**src/rtl/secded_stream_encoder.sv**
```systemverilog
// rtl/secded_stream_encoder.sv - two-stage pipelined SEC-DED (extended Hamming) stream encoder
module secded_stream_encoder #(
    parameter int AMBA_WORD = 32,
    parameter int CNT_WIDTH = 16
) (
    input  logic                 clk,
    input  logic                 rst,
    input  logic                 in_valid,
    output logic                 in_ready,
    input  logic [AMBA_WORD-1:0] in_data,
    input  logic [1:0]           in_mode,
    output logic                 out_valid,
    input  logic                 out_ready,
    output logic [AMBA_WORD-1:0] out_data,
    output logic [1:0]           out_mode,
    output logic                 err_mode,
    input  logic                 cnt_clr,
    output logic [CNT_WIDTH-1:0] word_cnt
);

    localparam logic [1:0] MODE_ILLEGAL = 2'd3;

    // Build the codeword from already-masked data. Column for d[i] walks the
    // integers from 3 upward, skipping powers of two; data bits above K are
    // zero so they contribute nothing and the upper parity bits stay zero.
    function automatic logic [31:0] encode(input logic [25:0] d, input logic [1:0] mode);
        logic [4:0]  p;
        logic [4:0]  col;
        logic        ov;
        logic [31:0] cw;
        p   = '0;
        col = 5'd3;
        for (int i = 0; i < 26; i++) begin
            if (d[i]) begin
                p = p ^ col;
            end
            col = col + 5'd1;
            if ((col & (col - 5'd1)) == 5'd0) begin
                col = col + 5'd1;
            end
        end
        ov = (^d) ^ (^p);
        case (mode)
            2'd0:    cw = {24'd0, d[3:0], ov, p[2:0]};
            2'd1:    cw = {16'd0, d[10:0], ov, p[3:0]};
            default: cw = {d[25:0], ov, p[4:0]};
        endcase
        return cw;
    endfunction

    logic                 s1_valid_q;
    logic [25:0]          s1_data_q;
    logic [1:0]           s1_mode_q;
    logic                 out_valid_q;
    logic [AMBA_WORD-1:0] out_data_q;
    logic [1:0]           out_mode_q;
    logic                 err_q;
    logic [CNT_WIDTH-1:0] cnt_q;
    logic [CNT_WIDTH-1:0] cnt_d;

    logic        s2_ready;
    logic        s1_adv;
    logic        accept;
    logic        accept_legal;
    logic [25:0] in_masked;
    logic [31:0] s1_cw;
    logic        unused_in_bits;

    assign unused_in_bits = ^in_data[AMBA_WORD-1:26];

    // Handshake: S2 frees when empty or draining; S1 frees when it advances.
    assign s2_ready     = !out_valid_q || out_ready;
    assign s1_adv       = s1_valid_q && s2_ready;
    assign in_ready     = !s1_valid_q || s1_adv;
    assign accept       = in_valid && in_ready;
    assign accept_legal = accept && (in_mode != MODE_ILLEGAL);

    // Keep only the K data bits selected by the word's mode.
    always_comb begin
        in_masked = '0;
        case (in_mode)
            2'd0:    in_masked[3:0]  = in_data[3:0];
            2'd1:    in_masked[10:0] = in_data[10:0];
            default: in_masked       = in_data[25:0];
        endcase
    end

    // Parity generation sits between S1 and S2.
    always_comb begin
        s1_cw = encode(s1_data_q, s1_mode_q);
    end

    // S1: illegal-mode words are accepted but never occupy the stage.
    always_ff @(posedge clk or negedge rst) begin
        if (!rst) begin
            s1_valid_q <= 1'b0;
            s1_data_q  <= '0;
            s1_mode_q  <= 2'd0;
        end else if (accept_legal) begin
            s1_valid_q <= 1'b1;
            s1_data_q  <= in_masked;
            s1_mode_q  <= in_mode;
        end else if (s1_adv) begin
            s1_valid_q <= 1'b0;
        end
    end

    // S2 output registers: hold the codeword stable while stalled.
    always_ff @(posedge clk or negedge rst) begin
        if (!rst) begin
            out_valid_q <= 1'b0;
            out_data_q  <= '0;
            out_mode_q  <= 2'd0;
        end else if (s1_adv) begin
            out_valid_q <= 1'b1;
            out_data_q  <= AMBA_WORD'(s1_cw);
            out_mode_q  <= s1_mode_q;
        end else if (out_ready) begin
            out_valid_q <= 1'b0;
        end
    end

    // Illegal-mode flag: one pulse per dropped word, the cycle after acceptance.
    always_ff @(posedge clk or negedge rst) begin
        if (!rst) begin
            err_q <= 1'b0;
        end else begin
            err_q <= accept && (in_mode == MODE_ILLEGAL);
        end
    end

    // Delivered-word counter next state: clear wins, then saturating increment.
    always_comb begin
        cnt_d = cnt_q;
        if (cnt_clr) begin
            cnt_d = '0;
        end else if (out_valid_q && out_ready && (cnt_q != '1)) begin
            cnt_d = cnt_q + CNT_WIDTH'(1);
        end
    end

    // Delivered-word counter register.
    always_ff @(posedge clk or negedge rst) begin
        if (!rst) begin
            cnt_q <= '0;
        end else begin
            cnt_q <= cnt_d;
        end
    end

    assign out_valid = out_valid_q;
    assign out_data  = out_data_q;
    assign out_mode  = out_mode_q;
    assign err_mode  = err_q;
    assign word_cnt  = cnt_q;

endmodule

```
**config.mk**
```make
export PLATFORM = sky130hd
export DESIGN_NAME = secded_stream_encoder
export DESIGN_NICKNAME = d
export VERILOG_FILES = /design/src/rtl/secded_stream_encoder.sv
export SDC_FILE = /design/constraint.sdc
export NUM_CORES = 1
export LEC_CHECK = 0
export ABC_AREA = 1
export BUFFER_PORTS_ARGS = -buffer_cell sky130_fd_sc_hd__clkbuf_2
export CORE_MARGIN = 2
export CORE_UTILIZATION = 55
export CTS_CLUSTER_DIAMETER = 80
export DETAILED_ROUTE_END_ITERATION = 16
export PLACE_DENSITY = 0.85
export REMOVE_ABC_BUFFERS = 1
export SKIP_LAST_GASP = 1
export SLEW_MARGIN = 20
export SYNTH_ARGS = -nofsm -noshare
export SYNTH_HDL_FRONTEND = slang
export SYNTH_SLANG_ARGS = --single-unit
```
**constraint.sdc**
```tcl
create_clock -name clk -period 2.39 [get_ports clk]
set_input_delay 0.478 -clock clk [delete_from_list [all_inputs] [get_ports clk]]
set_output_delay 0.478 -clock clk [all_outputs]
set_load 0.01 [all_outputs]
```
==> results of run 1 <==
[layout by cell type, fill, tap and decap left out, types with 2 or more instances in the layout]
| cell type | instances |
|---|---|
| a21oi_2 | 3 |
| inv_2 | 16 |
| inv_4 | 2 |
| nor2_1 | 36 |
| nand2_1 | 237 |
| clkinv_4 | 2 |
| xnor2_1 | 8 |
| dfrtp_2 | 2 |
| o21ai_0 | 59 |
| bufinv_16 | 3 |
| dfrtp_1 | 79 |
| a21oi_1 | 25 |
| nand2_2 | 15 |
| nand3_2 | 3 |
| clkbuf_8 | 10 |
| nor3_1 | 6 |
| buf_12 | 2 |
| clkbuf_2 | 84 |
| nand3_1 | 57 |
| o22ai_1 | 10 |
| buf_4 | 7 |
| xor2_1 | 6 |
| inv_1 | 64 |
| nor2_2 | 2 |
[power by group through the flow]
stage	combinational (µW)	sequential (µW)	clock, µW
detailed placement	1860	1800	0
CTS	1870	1770	1260
global placement	1790	1780	0
finish	1890	1770	1250
global route	2140	1800	1320
floorplan	1250	1830	0
[layer usage]
metal,wire [µm],GRT usage
met1,4980,0.349
met2,5720,0.451
met3,781,0.0517
met4,335,0.119
met5,0,0
[per-stage QoR]
| stage | power [µW] | setup WS (ns) |
|---|---|---|
| after floorplan | 3080 | 0.0976 |
| after global placement | 3570 | 0.355 |
| after detailed placement | 3660 | 0.242 |
| after CTS | 4900 | 0.218 |
| after global routing | 5260 | 0.00257 |
| final | 4920 | 0.210 |
[layout make-up]
class                      count  area [µm²]
clock inverter                 6         115
fill                         721        2800
clock buffer                  10         138
multi-input combinational    476        2180
timing repair buffer          93         513
tap                          105         131
inverter                      82         313
sequential                    81        2030
[state kept, by name, summed over array words and instances, names as in the netlist]
| register | cells |
|---|---|
| word_cnt | 16 |
| out_mode | 2 |
| out_valid | 1 |
| s1_data_q | 26 |
| out_data | 32 |
| s1_mode_q | 2 |
| s1_valid_q | 1 |
| err_mode | 1 |
[worst paths after layout]
| check | slack (ns) | cells past startpoint | endpoint |
|---|---|---|---|
| max | 0.21 | 18 | out_data[3] |
| min | 0.04 | 1 | out_data[5] |
| max reg2reg | 0.21 | 18 | out_data[3] |
| min reg2reg | 0.48 | 2 | out_data[3] |
| max in group asynchronous | 1.74 | 2 | s1_data_q[10] |
| min in group clk | 0.33 | 3 | s1_data_q[0] |
[logic make-up (layout without fill, tap and decap cells)]
group / after synthesis / after routing / synth area share
adder cells (fa/ha/maj): 1 / 1 / 0.00269
flip-flops: 81 / 81 / 0.435
buffers and inverters: 106 / 191 / 0.0973
AO/OA/AOI/OAI: 101 / 101 / 0.116
AND/OR/NAND/NOR: 360 / 360 / 0.323
XOR/XNOR: 14 / 14 / 0.0263
[what timing repair did]
action | 4_1_cts | 5_1_grt
endpoints found under the setup margin | 0 | 2
endpoints found under the hold margin | 0 | 0
buffers inserted | 0 | 0
gates resized for setup | 0 | 5
==> flow_summary.toml, run 1 <==
[clocking]
worstSkewPairLatency_ns = 0.36
cts_root_buf = "clkbuf_8"
clk_pin_slew_ns = 0.09
clock_path_buffers = 2
h-tree-depth = 3
cts_buffers = 9
ctsHoldBuffers = 0
clkSinkCount = 81
cts_tree = "yes"

[synthesis]
synthCells = 663
syn_area_mm2 = 0.00466
synth_top_cell_area_share = 0.435
avgSynthCellArea_um2 = 7.02
synthDistinctLibCells = 32
ys.flop_type = "dfrtp_1"
synth_area_leader_cell = "dfrtp_1"
ys_top_cells_by_count = "237 x nand2_1, 81 x dfrtp_1, 66 x inv_1"
synth_area_leaders = "dfrtp_1 44%, nand2_1 19%, o21ai_0 6.3%"
synth_most_common_cell = "nand2_1"
synth_seq_cells = 81
yosysWarningCount = 0
synth.yosys.seq_area_share = 0.435
synth_enable_flop_cells = 0
async_reset_ff_frac = 1.00

[critical_path]
crit_arrival_ns = 2.43
worst-path-buf-inv = 2
worstPathCellList = "inv_2, nand2_2, nand2_2, nand2_1, nand2_1, nand3_1, nand3_1, nand3_1, nand2_1, nand2_1, nand2_1, nand2_1, nand2_1, inv_1, nand2_2, nand2_2, o21bai_1, nand2_1"
slowest_stage = "dfrtp_2"
cpMostUsedCell = "nand2_1"
worst_ep_required_time_ns = 2.64
crit_family = "simple AND/OR/NAND/NOR gates"
path_class = "reg -> reg"
startpoint_type = "flip-flop"
end_kind = "flip-flop"
crit_fanout = 7
cpPeakStageDelay_ns = 0.47
r2r_start = "s1_data_q[3]"
critical_path.startpoint = "s1_data_q[3]"

[cells_and_area]
fin_util = 0.660
final_cells = 853
nets = 783
areaGrowthSynthToFinish_pct = 16.4
stdcell_area_mm2 = 0.00542
final_layout_size_suffix_gt1_frac = 0.206
n_antenna_cell = 0

[sta]
fin_crit_ns = 2.18
setup_viol = 0
min_period_over_period = 0.912
finalHoldViolCount = 0
max_freq_ghz = 0.459
rsz0062_at_grt = "no"
worst_pin_slew_ns = 0.539
skew_ns = 0.00772
hold_ws_ns = 0.0379
tns_ns = 0
timing.slew.headroom = 0.640
drv_slew = 0

[power]
switching_share = 0.395
p_comb_frac = 0.385
ir_drop_mv = 0.554
leakage_uw = 0.00296
power.switching_uw = 1940
powerDensity_mw_per_mm2 = 907
internal_power_uw = 2970
pwr-share-clk = 0.254
p_seq_frac = 0.361

[detailed_routing]
vias = 4697
vias_per_cell = 5.51
wl_per_cell_um = 13.9
postRouteAntennaNets = 0
drt-pass1-iter-count = 5
totalWireLength_um = 11800
post-route-drc-count = 0
drt_iter0_drc = 361

[place]
dpl.cell_count = 837
dpl_cell_area_mm2 = 0.00516
numPortBuffers = 85
hpwlAfterDp_um = 8730
routabilityCongestion = 0.925

[grt]
antenna_found_initial = 0
grt_pass1_vias = 4272
grt_pass1_wl_um = 19500
gr-usage-all-layers = 0.273
grt_max_degree = 52
overflow = 0

[floorplan]
io_pins = 92
initial_utilization = 0.567
die_w_um = 96.0
core-area_mm2 = 0.00822
die_h_um = 96.0
die_area_mm2 = 0.00922
rows = 33

[job]
cap_viol_max_count = 0

[outcome]
status = "complete, no violations"

[hold_path]
hold_class = "in -> async"
Note: power is estimated with default switching activity, not from simulation.
==> inputs of run 2 (changes only) <==
BUFFER_PORTS_ARGS = -buffer_cell sky130_fd_sc_hd__buf_2   (was -buffer_cell sky130_fd_sc_hd__clkbuf_2)
HOLD_SLACK_MARGIN = 0.12   (was default)
==> run 2 against run 1 <==
Against the previous run: sequential share of layout area grew 0.35 points; highest routed layer unchanged; worst hold slack gained 0.29 ns; cell count increased by 0.12%; power shrank 6.3%; routed wire length decreased by 4.3%; sequential cell count did not move; sequential power is essentially flat; clock power decreased by 21%; combinational power is 2% lower; design area decreased by 0.92%; largest power group unchanged.
==> flow_summary.toml, run 2 (synthesized netlist as in run 1, its figures left out) <==
[place]
numPortBuffers = 85
routabilityCongestion = 0.909
dpl_cell_area_mm2 = 0.00516
place_ws_ns = 0.266
hpwlAfterDp_um = 8570

[sta]
timing.slew.headroom = 0.652
fin_crit_ns = 2.16
rsz0062_at_grt = "no"
min_period_over_period = 0.906
hold_ws_ns = 0.328
setup_viol = 0
finalHoldViolCount = 0
max_freq_ghz = 0.462
skew_ns = 0.0131
layout_setup_ws_ns = 0.225
tns_ns = 0
drv_slew = 0
worst_pin_slew_ns = 0.520

[critical_path]
critical_path.startpoint = "s1_data_q[3]"
r2r_start = "s1_data_q[3]"
path_class = "reg -> reg"
r2r_slack_ns = 0.23
worst_ep_required_time_ns = 2.63
timing.rr.end = "out_data[3]"
cp-endpoint = "out_data[3]"
crit_fanout = 7
reg2regPathDepth = 20
crit_arrival_ns = 2.40
end_kind = "flip-flop"
startpoint_type = "flip-flop"

[clocking]
cts_root_buf = "clkbuf_8"
post-cts-setup-buffers = 0
h-tree-depth = 3
cts_buffers = 9
clk_pin_slew_ns = 0.08
worstSkewPairLatency_ns = 0.36
cts_tree = "yes"
clkSinkCount = 81
clock_path_buffers = 2

[cells_and_area]
areaGrowthSynthToFinish_pct = 15.4
final_layout_size_suffix_gt1_frac = 0.202
fin_util = 0.654
stdcell_area_mm2 = 0.00537
layout_common_cells = "237 x nand2_1, 84 x buf_2, 79 x dfrtp_1, 66 x inv_1, 59 x o21ai_0"
n_antenna_cell = 0
largest_register_ffs = 32
layout_commonest_cell = "nand2_1"
nets = 784

[detailed_routing]
drt-pass1-iter-count = 4
totalWireLength_um = 11300
vias_per_cell = 5.31
postRouteAntennaNets = 0
vias = 4533
wl_per_cell_um = 13.3
drt_iter0_drc = 200
post-route-drc-count = 0

[grt]
antenna_found_initial = 0
gr-usage-all-layers = 0.267
grt_max_degree = 52
grt_pass1_vias = 4434
grt_pass1_wl_um = 19200
overflow = 0

[hold_path]
hold_class = "in -> reg"

[floorplan]
rows = 33
die_area_mm2 = 0.00922
core-area_mm2 = 0.00822
die_w_um = 96.0
initial_utilization = 0.567
io_pins = 92
die_h_um = 96.0

[job]
cap_viol_max_count = 0

[power]
powerDensity_mw_per_mm2 = 858
leakage_uw = 0.00297
ir_drop_mv = 0.450

[outcome]
status = "complete, no violations"
## run 2: what timing repair did
action	4_1_cts	5_1_grt
hold buffers	1	0
gates resized for setup	0	2
endpoints found under the setup margin	0	1
endpoints found under the hold margin	30	0
## run 2: worst max-delay path, stage by stage (launching register included)
cell,delay [ns]
dfrtp_1,0.48
inv_2,0.15
nand2_2,0.08
nand2_2,0.09
nand2_1,0.05
nand2_1,0.11
nand2_1,0.07
nand2_1,0.10
inv_1,0.05
nand2_1,0.07
nand3_2,0.09
nand2_1,0.09
nand2_1,0.07
nand2_1,0.05
nand2_1,0.05
nand2_1,0.07
inv_1,0.05
nand2_2,0.06
nand2_2,0.06
o21bai_1,0.14
nand2_1,0.07
## run 2: layout make-up
cell class                 instances  area [µm²]
clock inverter                     7        71.3
fill                             744        2850
sequential                        81        2030
timing repair buffer              94         523
multi-input combinational        476        2180
clock buffer                       9         124
inverter                          82         313
tap                              105         131
## run 2: report_power, final
part,internal [µW],total (µW),leakage [µW],switching (µW)
clock network,482,991,0.000103,509
logic,670,1850,0.00181,1180
registers,1580,1760,0.00106,182
total,2730,4610,0.00297,1870
## run 2: worst min path at each step
stage                     startpoint           end  slack (ns)  depth (start not counted)
after global placement           rst   out_data[7]        0.43                          1
after floorplan                  rst      err_mode        0.18                          0
after CTS                 in_data[0]  s1_data_q[0]        0.32                          3
after detailed placement         rst   out_data[5]        0.44                          1
after global routing      in_data[2]  s1_data_q[2]        0.33                          3
final                     in_data[0]  s1_data_q[0]        0.33                          3
## run 2: per-layer routing
layer / track usage / wire, µm / vias up
met5: 0 / 0 / -
met4: 0.123 / 303 / 0
met3: 0.0439 / 535 / 27
met2: 0.447 / 5570 / 134
met1: 0.337 / 4910 / 2110
li1: - / - / 2262
## run 2: through the flow
| stage | instances | total power (µW) |
|---|---|---|
| floorplan | 639 | 3080 |
| global placement | 837 | 3560 |
| detailed placement | 837 | 3640 |
| CTS | 854 | 4640 |
| global route | 854 | 5010 |
| finish | 854 | 4610 |
==> inputs of run 3 (changes only) <==
ABC_AREA = default   (was 1)
CORE_UTILIZATION = 54   (was 55)
==> run 3 against run 2 <==
Against the previous run: synthesized cell count is 43% lower; sequential cell count unchanged; count of clock-buffer cells in the layout increased by 4; register-to-register slack lost 0.11 ns; sequential power about the same; largest cell class is now flip-flops and latches; clock skew down 0.0045 ns; cell count fell by 34%; global-route usage decreased by 3.4 points; routed wire length shrank 23%.
==> flow_summary.toml, run 3 <==
[outcome]
status = "complete, no violations"

[floorplan]
rows = 30
die_w_um = 88.8
core-area_mm2 = 0.00687
die_area_mm2 = 0.00788
io_pins = 92
initial_utilization = 0.565
die_h_um = 88.8

[hold_path]
min_to = "s1_data_q[24]"
min_path_cells = 2
hold_start = "in_data[24]"
hold_class = "in -> reg"

[synthesis]
ys.flop_type = "dfrtp_1"
synthCells = 378
synth_most_common_cell = "dfrtp_1"
ys_top_cells_by_count = "81 x dfrtp_1, 67 x nand2_1, 39 x nor2_1"
synthDistinctLibCells = 40
synth_area_leaders = "dfrtp_1 52%, xnor2_1 8.4%, nand2_1 6.5%"
async_reset_ff_frac = 1.00
avgSynthCellArea_um2 = 10.3
synth_enable_flop_cells = 0
yosysWarningCount = 0
synth_top_cell_area_share = 0.523
syn_area_mm2 = 0.00388
synth_area_leader_cell = "dfrtp_1"
synth.yosys.seq_area_share = 0.523
synth_seq_cells = 81

[clocking]
clkSinkCount = 81
clock_path_buffers = 2
cts_tree = "yes"
cts-resized-gates = 0
ctsHoldBuffers = 1
worstSkewPairLatency_ns = 0.36
h-tree-depth = 3
clk_pin_slew_ns = 0.08
post-cts-setup-buffers = 0
cts_root_buf = "clkbuf_8"
cts_buffers = 9

[detailed_routing]
postRouteAntennaNets = 0
vias_per_cell = 5.43
post-route-drc-count = 0
drt-pass1-iter-count = 5
drt_iter0_drc = 199
vias = 3063
wl_per_cell_um = 15.4
totalWireLength_um = 8680

[critical_path]
r2r_slack_ns = 0.12
crit_fanout = 6
crit_arrival_ns = 2.55
end_kind = "flip-flop"
path_class = "reg -> reg"
reg2regPathDepth = 6
worst_ep_required_time_ns = 2.67
r2r_start = "s1_data_q[3]"
timing.rr.end = "out_data[3]"
startpoint_type = "flip-flop"

[cells_and_area]
nets = 503
areaGrowthSynthToFinish_pct = 18.5
layout_common_cells = "84 x buf_2, 81 x dfrtp_1, 67 x nand2_1, 39 x nor2_1, 37 x xnor2_1"
n_antenna_cell = 0
layout_commonest_cell = "buf_2"
final_cells = 564
final_layout_size_suffix_gt1_frac = 0.254
stdcell_area_mm2 = 0.00460
largest_register_ffs = 32

[sta]
rsz0062_at_grt = "no"
hold_ws_ns = 0.329
tns_ns = 0
worst_pin_slew_ns = 1.05
fin_crit_ns = 2.27
timing.slew.headroom = 0.300
setup_viol = 0
min_period_over_period = 0.950
skew_ns = 0.00856
finalHoldViolCount = 0
drv_slew = 0
max_freq_ghz = 0.440

[grt]
gr-usage-all-layers = 0.233
grt_pass1_wl_um = 13800
grt_pass1_vias = 2907
overflow = 0
antenna_found_initial = 0
grt_max_degree = 41

[place]
dpl.cell_count = 547
dpl_cell_area_mm2 = 0.00441
numPortBuffers = 85
hpwlAfterDp_um = 6010
routabilityCongestion = 0.820

[job]
cap_viol_max_count = 0

[power]
leakage_uw = 0.00232
powerDensity_mw_per_mm2 = 937
ir_drop_mv = 0.452
run 3: changes by cell type after synthesis, moves of 18 or more:
| cell | delta |
|---|---|
| nand2_1 | -170 |
| nand3_1 | -35 |
| inv_1 | -64 |
| o21ai_0 | -45 |
| a21oi_1 | -18 |
| xnor2_1 | +29 |
run 3: kinds of logic (layout without fill, tap and decap cells):
| logic type | Yosys count | in the layout | synth area share |
|---|---|---|---|
| buf+inv | 21 | 111 | 0.0203 |
| xor+xnor | 61 | 61 | 0.162 |
| simple gates | 153 | 153 | 0.173 |
| flops | 81 | 81 | 0.523 |
| fa+ha+maj | 1 | 1 | 0.00323 |
| mux | 8 | 8 | 0.0219 |
| compound gates | 53 | 53 | 0.0968 |
run 3: where the power goes:
group	leakage [µW]	internal [µW]	total [µW]	switching [µW]
sequential	0.00106	1580	1780	196
clock	0.0000932	430	907	478
combinational	0.00117	798	1620	826
run 3: worst max-delay path, stage by stage, from the launching register on:
cell,delay (ns)
dfrtp_1,0.46
xnor2_1,0.24
xnor3_2,0.49
xnor2_1,0.33
xnor2_1,0.17
xnor3_1,0.30
a211oi_2,0.20
run 3: worst max-delay path by stage:
stage                          to     startpoint
CTS                   out_data[3]  s1_data_q[23]
global route          out_data[3]  s1_data_q[10]
global placement      out_data[3]  s1_data_q[10]
floorplan           s1_data_q[11]      out_ready
detailed placement    out_data[3]  s1_data_q[23]
finish                out_data[3]   s1_data_q[3]
run 3: area by class of cell:
type	instances	area, µm²
repair buffers	93	490
multi-input cells	276	1780
flip-flops and latches	81	2030
inverters	2	7.51
fillers	531	2270
clock inverters	3	15.0
clock buffers	13	159
well taps	96	120
run 3: metrics by stage:
step / util / total power [µW] / setup WS (ns)
2_1_floorplan: - / 2930 / 0.313
3_3_place_gp: 0.642 / 3340 / 0.226
3_5_place_dp: 0.642 / 3400 / 0.134
4_1_cts: 0.669 / 4310 / 0.121
5_1_grt: 0.669 / 4540 / 0.00392
6_report: 0.669 / 4310 / 0.120
run 3: routing by layer:
metal	vias to the layer above	wire length [µm]	global-route usage
li1	1459	-	-
met4	0	212	0.127
met3	15	467	0.0373
met2	113	4140	0.345
met5	-	0	0
met1	1476	3870	0.329
